**config.mk**
```make
export PLATFORM = sky130hd
export DESIGN_NAME = uart_tx
export DESIGN_NICKNAME = d
export VERILOG_FILES = /design/src/rtl/uart_pkg.sv /design/src/rtl/uart_tx_fifo.sv /design/src/rtl/uart_tx.sv
export SDC_FILE = /design/constraint.sdc
export NUM_CORES = 1
export LEC_CHECK = 0
export BUFFER_PORTS_ARGS = -buffer_cell sky130_fd_sc_hd__buf_2
export CAP_MARGIN = 20
export CORE_UTILIZATION = 30
export DETAILED_ROUTE_END_ITERATION = 16
export REMOVE_ABC_BUFFERS = 1
export SLEW_MARGIN = 20
export SYNTH_ARGS = -nofsm -noshare
export SYNTH_HDL_FRONTEND = slang
export SYNTH_SLANG_ARGS = --single-unit
```
**constraint.sdc**
```tcl
create_clock -name clk_i -period 3.9 [get_ports clk_i]
set_input_delay 0.78 -clock clk_i [delete_from_list [all_inputs] [get_ports clk_i]]
set_output_delay 0.78 -clock clk_i [all_outputs]
set_load 0.01 [all_outputs]
```
**src/rtl/uart_pkg.sv**
```systemverilog
// Shared definitions for the UART transmitter: frame FSM states and default bit timing.
package uart_pkg;

   typedef enum logic [2:0] {
      IDLE,
      START,
      DATA,
      PARITY,
      STOP
   } state_e;

   // 6 MHz reference clock / 115200 baud
   localparam int unsigned DefClksPerBit = 52;

endpackage

```
**src/rtl/uart_tx_fifo.sv**
```systemverilog
// Byte FIFO for the UART transmitter; pointers carry one extra bit so full/empty fall out of the difference.
module uart_tx_fifo #(
   parameter int unsigned Depth = 4
) (
   input  logic                     clk,
   input  logic                     rst_n,
   input  logic                     push,
   input  logic [7:0]               wdata,
   input  logic                     pop,
   output logic [7:0]               rdata,
   output logic                     full,
   output logic                     empty,
   output logic [$clog2(Depth):0]   level
);

   localparam int unsigned Aw = $clog2(Depth);
   localparam logic [Aw:0] FullLevel = (Aw + 1)'(Depth);

   logic [7:0]  mem [Depth];
   logic [Aw:0] wptr;
   logic [Aw:0] rptr;
   logic        do_push;
   logic        do_pop;

   assign level   = wptr - rptr;
   assign full    = (level == FullLevel);
   assign empty   = (level == '0);
   // A full FIFO refuses a push even when a pop lands in the same cycle
   assign do_push = push & ~full;
   assign do_pop  = pop & ~empty;
   assign rdata   = mem[rptr[Aw-1:0]];

   always_ff @(posedge clk or negedge rst_n) begin
      if (!rst_n) begin
         wptr <= '0;
         rptr <= '0;
      end else begin
         if (do_push) wptr <= wptr + 1'b1;
         if (do_pop)  rptr <= rptr + 1'b1;
      end
   end

   always_ff @(posedge clk) begin
      if (do_push) mem[wptr[Aw-1:0]] <= wdata;
   end

endmodule

```
**src/rtl/uart_tx.sv**
```systemverilog
// UART transmitter: FIFO-buffered 8-bit frames (start, 8 data LSB first, optional parity, stop).
module uart_tx
   import uart_pkg::*;
#(
   parameter int unsigned ClksPerBit = DefClksPerBit,
   parameter int unsigned FifoDepth  = 4,
   parameter bit          ParityEn   = 1'b0,
   parameter bit          ParityOdd  = 1'b0
) (
   input  logic                         clk_i,
   input  logic                         rst_ni,
   input  logic [7:0]                   tx_data_i,
   input  logic                         tx_valid_i,
   output logic                         tx_ready_o,
   output logic                         tx_o,
   output logic                         tx_en_o,
   output logic                         busy_o,
   output logic [$clog2(FifoDepth):0]   fifo_level_o
);

   localparam logic [15:0] LastCnt = 16'(ClksPerBit - 1);

   state_e      state_q, state_d;
   logic [15:0] cnt_q, cnt_d;
   logic [2:0]  idx_q, idx_d;
   logic [7:0]  data_q, data_d;
   logic        tx_q, tx_d;
   logic        en_q, en_d;
   logic        rdy_q;
   logic        bit_end;
   logic        pop;
   logic        full;
   logic        empty;
   logic [7:0]  head;

   uart_tx_fifo #(
      .Depth (FifoDepth)
   ) u_fifo (
      .clk   (clk_i),
      .rst_n (rst_ni),
      .push  (tx_valid_i & tx_ready_o),
      .wdata (tx_data_i),
      .pop   (pop),
      .rdata (head),
      .full  (full),
      .empty (empty),
      .level (fifo_level_o)
   );

   // rdy_q keeps ready low throughout reset and raises it on the first edge after release
   assign tx_ready_o = rdy_q & ~full;
   assign busy_o     = (state_q != IDLE) | ~empty;
   assign tx_o       = tx_q;
   assign tx_en_o    = en_q;

   always_ff @(posedge clk_i or negedge rst_ni) begin
      if (!rst_ni) begin
         state_q <= IDLE;
         cnt_q   <= '0;
         idx_q   <= '0;
         data_q  <= '0;
         tx_q    <= 1'b1;
         en_q    <= 1'b0;
         rdy_q   <= 1'b0;
      end else begin
         state_q <= state_d;
         cnt_q   <= cnt_d;
         idx_q   <= idx_d;
         data_q  <= data_d;
         tx_q    <= tx_d;
         en_q    <= en_d;
         rdy_q   <= 1'b1;
      end
   end

   always_comb begin
      state_d = state_q;
      cnt_d   = cnt_q;
      idx_d   = idx_q;
      data_d  = data_q;
      pop     = 1'b0;
      bit_end = (cnt_q == LastCnt);
      tx_d    = 1'b1;
      en_d    = 1'b0;

      if (state_q != IDLE) cnt_d = bit_end ? '0 : cnt_q + 16'd1;

      unique case (state_q)
         IDLE: begin
            if (!empty) begin
               pop     = 1'b1;
               data_d  = head;
               state_d = START;
            end
         end
         START: begin
            if (bit_end) begin
               state_d = DATA;
               idx_d   = '0;
            end
         end
         DATA: begin
            if (bit_end) begin
               idx_d = idx_q + 3'd1;
               if (idx_q == 3'd7) state_d = ParityEn ? PARITY : STOP;
            end
         end
         PARITY: begin
            if (bit_end) state_d = STOP;
         end
         STOP: begin
            if (bit_end) begin
               if (!empty) begin
                  pop     = 1'b1;
                  data_d  = head;
                  state_d = START;
               end else begin
                  state_d = IDLE;
               end
            end
         end
         default: state_d = IDLE;
      endcase

      // Line level is derived from the next state so tx_o/tx_en_o stay registered without a cycle of lag
      unique case (state_d)
         START:   tx_d = 1'b0;
         DATA:    tx_d = data_d[idx_d];
         PARITY:  tx_d = (^data_d) ^ ParityOdd;
         default: tx_d = 1'b1;
      endcase
      en_d = (state_d != IDLE);
   end

endmodule

```
==> impl_metrics.yaml, run 1 <==
worst_setup_path:
  required_ps: 3120
  arrival_ps: 2480
  start_kind: "flip-flop"
  crit_slowest_cell: "dfrtp_1"
  crit_type: "reg -> out"
  max_stage_delay_ps: 610
  endpoint_kind: "output pin"
  cp_max_fo: 11
  critPathTopFamily: "adder cells"
  crit_buf_inv: 1
  path_cells: "ha_1 > fa_1 > xor3_1 > a31oi_1 > buf_2"
logic_synthesis:
  synth_area_sq_um: 3410
  synth_warnings: 0
  ys_seq_area_share_pct: 56.8
  syn-instance-count: 260
  ys_seq_elements: 71
  avgSynthCellArea_sq_um: 13.1
  yosysUniqueCellTypes: 48
final_layout:
  utilization_pct: 35.9
  drive_gt1_share_pct: 18.9
  final_common_cell: "dfrtp_1"
  final_cell_mix: "dfrtp_1, edfxtp_1, nand2_1"
  num_antenna_cells: 0
  final_nets: 302
  fillers: 1044
  syn_to_final_growth_pct: 15.6
  postLayoutCellArea_sq_um: 3950
grt:
  grt_overflow: 0
  antenna_found_initial: 0
  track_usage_pct: 12.1
  grt_max_degree: 40
  grt_first_pass_wirelength_um: 10900
  first_global_vias: 2156
clocking:
  post-cts-setup-buffers: 0
  clock_path_buffers: 2
  cts_resized: 0
  clk_pin_slew_worst_paths_ps: 60
  clock_latency_ps: 330
  cts_tree: "built"
  clockRootBuffer: "clkbuf_16"
  hold_buffers: 0
  cts.sink_count: 71
  htreeDepth: 3
  cts_buffers: 9
power_and_ir_drop:
  peakVddDrop_v: 0.000387
  total_power_uw: 3000
  power_frac_seq_pct: 38.2
  netSwitchingPower_uw: 1030
  leakage_uw: 0.00162
  p_int_uw: 1970
  swShare_pct: 34.3
  pwr-share-comb_pct: 34.5
  powerDensity_nw_per_um2: 761
  clkPwrFrac_pct: 27.3
floorplan:
  ioPinCount: 18
  initial_core_util_pct: 31.1
  die_area_sq_um: 11800
  rows: 38
  die_x_um: 109
  die_h_um: 109
  coreArea_sq_um: 11000
sta:
  relSlewSlack_pct: 41.7
  drv_slew: 0
  fin_skew_ps: 9.48
  worst_slew_pin_slew_ps: 874
  hold_viol_final: 0
  rsz0062_at_grt: "false"
  fmaxAchievable_ghz: 0.307
  setup_tns_ps: 0
  fin_crit_ps: 3260
  setup_viol: 0
  final.period_utilization_pct: 83.6
flow_run:
  max_cap_viol_count: 0
detailed_routing:
  via_per_inst: 4.71
  firstDrtPassIters: 4
  ant_nets: 0
  wl_per_cell_um: 14.7
  drcViolationCount: 0
  routed_wl_um: 6260
  vias: 2001
  dr.first_iter.drc_count: 64
status:
  status: "completed"
place:
  dp_hpwl_um: 4380
  placed_area_sq_um: 3650
  place_congestion: 0.814
  io_buffer_count: 17
min_path:
  hold_class: "reg -> reg"
## power groups by stage
stage,logic (uW),registers [uW],clock network (uW)
2_1_floorplan,798,1110,0
3_3_place_gp,1010,1160,0
3_5_place_dp,1050,1160,0
4_1_cts,1050,1150,835
5_1_grt,1170,1180,864
6_report,1040,1150,821
## area by class of cell
type                            count  area [sq um]  share of cell area (%)
Multi-Input combinational cell    167          1390                    35.2
Timing Repair Buffer               19           100                    2.54
Clock buffer                       10           229                    5.80
Clock inverter                      6          68.8                    1.74
Inverter                           12          45.0                    1.14
Tap cell                          140           175                    4.44
Sequential cell                    71          1940                    49.1
## final timing paths
| path | start | endpoint | slack [ps] | cells past startpoint |
|---|---|---|---|---|
| max | u_fifo.rptr[0] | tx_ready_o | 640 | 5 |
| min in group asynchronous | rst_ni | rdy_q | 560 | 1 |
| min reg2reg | cnt_q[15] | cnt_q[15] | 480 | 1 |
| min | cnt_q[15] | cnt_q[15] | 480 | 1 |
| max reg2reg | u_fifo.rptr[0] | tx_o | 670 | 8 |
| max in group asynchronous | rst_ni | state_q[2] | 2780 | 1 |
## metal layers
layer	vias to the layer above	track usage [%]	wire length, um	share of wire (%)
met5	-	0	0	0
met4	0	3.76	75	1.2
met3	10	3.29	182	2.9
met2	27	19.9	2960	47
met1	977	15.6	3040	49
li1	987	-	-	-
## kinds of logic (layout without fill, tap and decap cells)
| group | after synthesis | in the layout | synth area share, % |
|---|---|---|---|
| AO/OA/AOI/OAI | 32 | 32 | 6.85 |
| flip-flops | 71 | 71 | 56.8 |
| buffers and inverters | 22 | 47 | 2.49 |
| other | 1 | 1 | 0.110 |
| adder cells (fa/ha/maj) | 11 | 11 | 4.25 |
| AND/OR/NAND/NOR | 69 | 69 | 11.0 |
| multiplexers | 26 | 26 | 10.9 |
| XOR/XNOR | 28 | 28 | 7.62 |
## sequential cells by signal, indices dropped and copies added (netlist names)
signal,count
data_q,8
state_q,3
idx_q,3
u_fifo.wptr,3
u_fifo.rptr,3
rdy_q,1
u_fifo.mem,32
cnt_q,16
tx_o,1
tx_en_o,1
## synth_stat cells (all sizes together)
cell type,number,area share [%]
a32oi,1,0.26
or3,5,1.1
a31o,1,0.26
a21boi,4,0.88
a2111oi,4,1.0
o41ai,1,0.26
and2,1,0.18
clkbuf,7,0.77
a21oi,2,0.40
a22oi,1,0.22
xor2,17,4.4
o21ai,9,1.3
nor4,1,0.37
conb,1,0.11
mux2,10,3.3
nor2,10,1.1
buf,3,0.40
edfxtp,32,28
a31oi,2,0.37
nor4b,1,0.44
dfrtp,38,28
mux4,8,5.3
mux2i,8,2.3
inv,12,1.3
ha,10,3.7
xnor2,10,2.6
fa,1,0.59
o221ai,1,0.26
nor3,5,0.73
nand3,8,1.2
nor4bb,1,0.29
and3,10,1.8
xor3,1,0.70
and4bb,1,0.37
nor2b,1,0.18
a211oi,6,1.6
nand2b,1,0.18
nand2,21,2.3
nand4,3,0.73
dfstp,1,0.77
## through the flow
| stage | std cells | setup slack, ps | hold slack (ps) |
|---|---|---|---|
| after floorplan | 250 | 778 | 443 |
| after global placement | 409 | 762 | 468 |
| after detailed placement | 409 | 645 | 462 |
| after CTS | 425 | 578 | 472 |
| after global routing | 425 | 254 | 488 |
| final | 425 | 639 | 476 |
Note: power is estimated with default switching activity, not from simulation.
==> run 2: changes to the inputs <==
ABC_AREA = 1   (was default)
clock period = 2.83 ns   (was 3.9 ns; I/O delays follow)
==> impl_metrics.yaml, run 2 <==
logic_synthesis:
  synth_area_sq_um: 3750
  synth_ff_type: "dfrtp_1"
  ys_seq_area_share_pct: 51.7
  yosysUniqueCellTypes: 37
  avgSynthCellArea_sq_um: 8.71
  synth.most_common_cell: "nand2_1"
  synth_warnings: 0
  synth_edf_count: 32
  ys_seq_elements: 71
  synthTopCellsByArea: "edfxtp_1, dfrtp_1, nand2_1"
  async_reset_ff_share_pct: 54.9
  synth_top_area_share_pct: 25.7
  ys_top_cells_by_count: "nand2_1, inv_1, nor2_1, dfrtp_1, edfxtp_1"
  syn-instance-count: 430
  yosys.area.top_type: "edfxtp_1"
detailed_routing:
  wl_per_cell_um: 11.1
  ant_nets: 0
  routed_wl_um: 7050
  firstDrtPassIters: 4
  vias: 2752
  drcViolationCount: 0
  via_per_inst: 4.34
  dr.first_iter.drc_count: 115
clocking:
  cts.sink_count: 71
  clockRootBuffer: "clkbuf_16"
  clk_pin_slew_worst_paths_ps: 60
  cts_buffers: 9
  clock_path_buffers: 2
  htreeDepth: 3
  clock_latency_ps: 340
  cts_tree: "built"
sta:
  relSlewSlack_pct: 39.9
  setup_viol: 0
  hold_viol_final: 0
  final.period_utilization_pct: 90.4
  fmaxAchievable_ghz: 0.391
  setup_tns_ps: 0
  fin_skew_ps: 7.76
  rsz0062_at_grt: "false"
  worst_slew_pin_slew_ps: 902
  drv_slew: 0
  fin_crit_ps: 2560
power_and_ir_drop:
  peakVddDrop_v: 0.000346
  clkPwrFrac_pct: 41.6
  swShare_pct: 29.0
  powerDensity_nw_per_um2: 617
  leakage_uw: 0.00207
  pwr-share-comb_pct: 14.5
  netSwitchingPower_uw: 784
  power_frac_seq_pct: 43.9
  p_int_uw: 1920
floorplan:
  rows: 40
  coreArea_sq_um: 12100
  die_h_um: 114
  initial_core_util_pct: 30.9
  die_area_sq_um: 12900
  die_x_um: 114
  ioPinCount: 18
worst_setup_path:
  r2r-start: "u_fifo.wptr[0]"
  arrival_ps: 1990
  start_kind: "flip-flop"
  endpoint_kind: "output pin"
  cp_max_fo: 4
  rrSetupSlack_ps: 300
  reg2reg_depth: 17
  required_ps: 2260
  crit_type: "reg -> out"
  r2r_end: "tx_o"
place:
  placed_area_sq_um: 4040
  place_congestion: 0.778
  io_buffer_count: 17
  dp_hpwl_um: 4980
grt:
  track_usage_pct: 12.5
  grt_overflow: 0
  grt_max_degree: 40
  grt_first_pass_wirelength_um: 12600
  antenna_found_initial: 0
  first_global_vias: 2802
final_layout:
  largest_reg_flops: 32
  num_antenna_cells: 0
  final_nets: 483
  final_common_cell: "nand2_1"
  postLayoutCellArea_sq_um: 4370
  regArea_sq_um: 1940
  syn_to_final_growth_pct: 16.7
  fillers: 1252
  drive_gt1_share_pct: 18.5
  utilization_pct: 36.1
  final_cell_mix: "nand2_1, inv_1, nor2_1"
  multi_input_area_sq_um: 1510
status:
  status: "completed"
min_path:
  hold_class: "in -> async"
flow_run:
  max_cap_viol_count: 0
[run 2: routing by layer]
| metal | vias up | part of all wire (%) | wire, um | GRT usage, % |
|---|---|---|---|---|
| met3 | 13 | 3.9 | 277 | 3.83 |
| met5 | - | 0 | 0 | 0 |
| li1 | 1442 | - | - | - |
| met2 | 41 | 49 | 3470 | 21.5 |
| met4 | 0 | 2.0 | 139 | 6.05 |
| met1 | 1256 | 45 | 3150 | 14.1 |
[run 2: how the worst max path moves through the flow]
stage | startpoint | endpoint | slack, ps | cells past startpoint
after floorplan | u_fifo.rptr[0] | u_fifo.mem[3][0] | 170 | 9
after global placement | u_fifo.wptr[0] | tx_o | 380 | 17
after detailed placement | u_fifo.wptr[0] | tx_o | 260 | 17
after CTS | u_fifo.wptr[0] | tx_o | 260 | 17
after global routing | u_fifo.wptr[0] | tx_o | 60 | 17
final | u_fifo.wptr[0] | tx_ready_o | 270 | 9
[run 2: layout make-up]
| cell class | instances | share of cell area [%] |
|---|---|---|
| clock buffer | 9 | 5.15 |
| sequential | 71 | 44.3 |
| clock inverter | 7 | 1.69 |
| tap | 168 | 4.81 |
| timing repair buffer | 28 | 3.83 |
| multi-input combinational | 284 | 34.4 |
| inverter | 67 | 5.78 |
[run 2: logic make-up (layout without fill, tap and decap cells)]
group | after synthesis | count (layout) | share of synthesized area [%]
AND/OR/NAND/NOR | 228 | 228 | 28.7
buffers and inverters | 75 | 111 | 8.28
flip-flops | 71 | 71 | 51.7
AO/OA/AOI/OAI | 34 | 34 | 4.98
adder cells (fa/ha/maj) | 11 | 11 | 3.87
XOR/XNOR | 10 | 10 | 2.34
other | 1 | 1 | 0.100
[run 2: power by group through the flow]
stage	sequential, uW	clock [uW]	combinational, uW
2_1_floorplan	1200	0	242
3_3_place_gp	1200	0	376
3_5_place_dp	1210	0	385
4_1_cts	1190	1150	386
5_1_grt	1190	1190	448
6_report	1190	1120	392
[run 2: through the flow]
step | total power, uW | setup WS [ps] | hold WS [ps] | std cells
floorplan | 1440 | 171 | 270 | 422
global placement | 1580 | 376 | 483 | 615
detailed placement | 1590 | 263 | 497 | 615
CTS | 2730 | 255 | 389 | 631
global route | 2830 | 55.5 | 430 | 634
finish | 2700 | 272 | 350 | 634
[run 2: critical path: stages, from the launching register on]
cell and delay [ps]:
dfrtp_1 380, inv_1 110, ha_1 200, fa_1 500, nand2_1 50, inv_1 120, nand2_1 70, nand2_1 50
inv_1 40, buf_2 130
[run 2: what timing repair did]
action,4_1_cts,5_1_grt
resized for setup,0,1
setup endpoints to repair,0,1
setup buffers,0,3
hold buffers,0,0
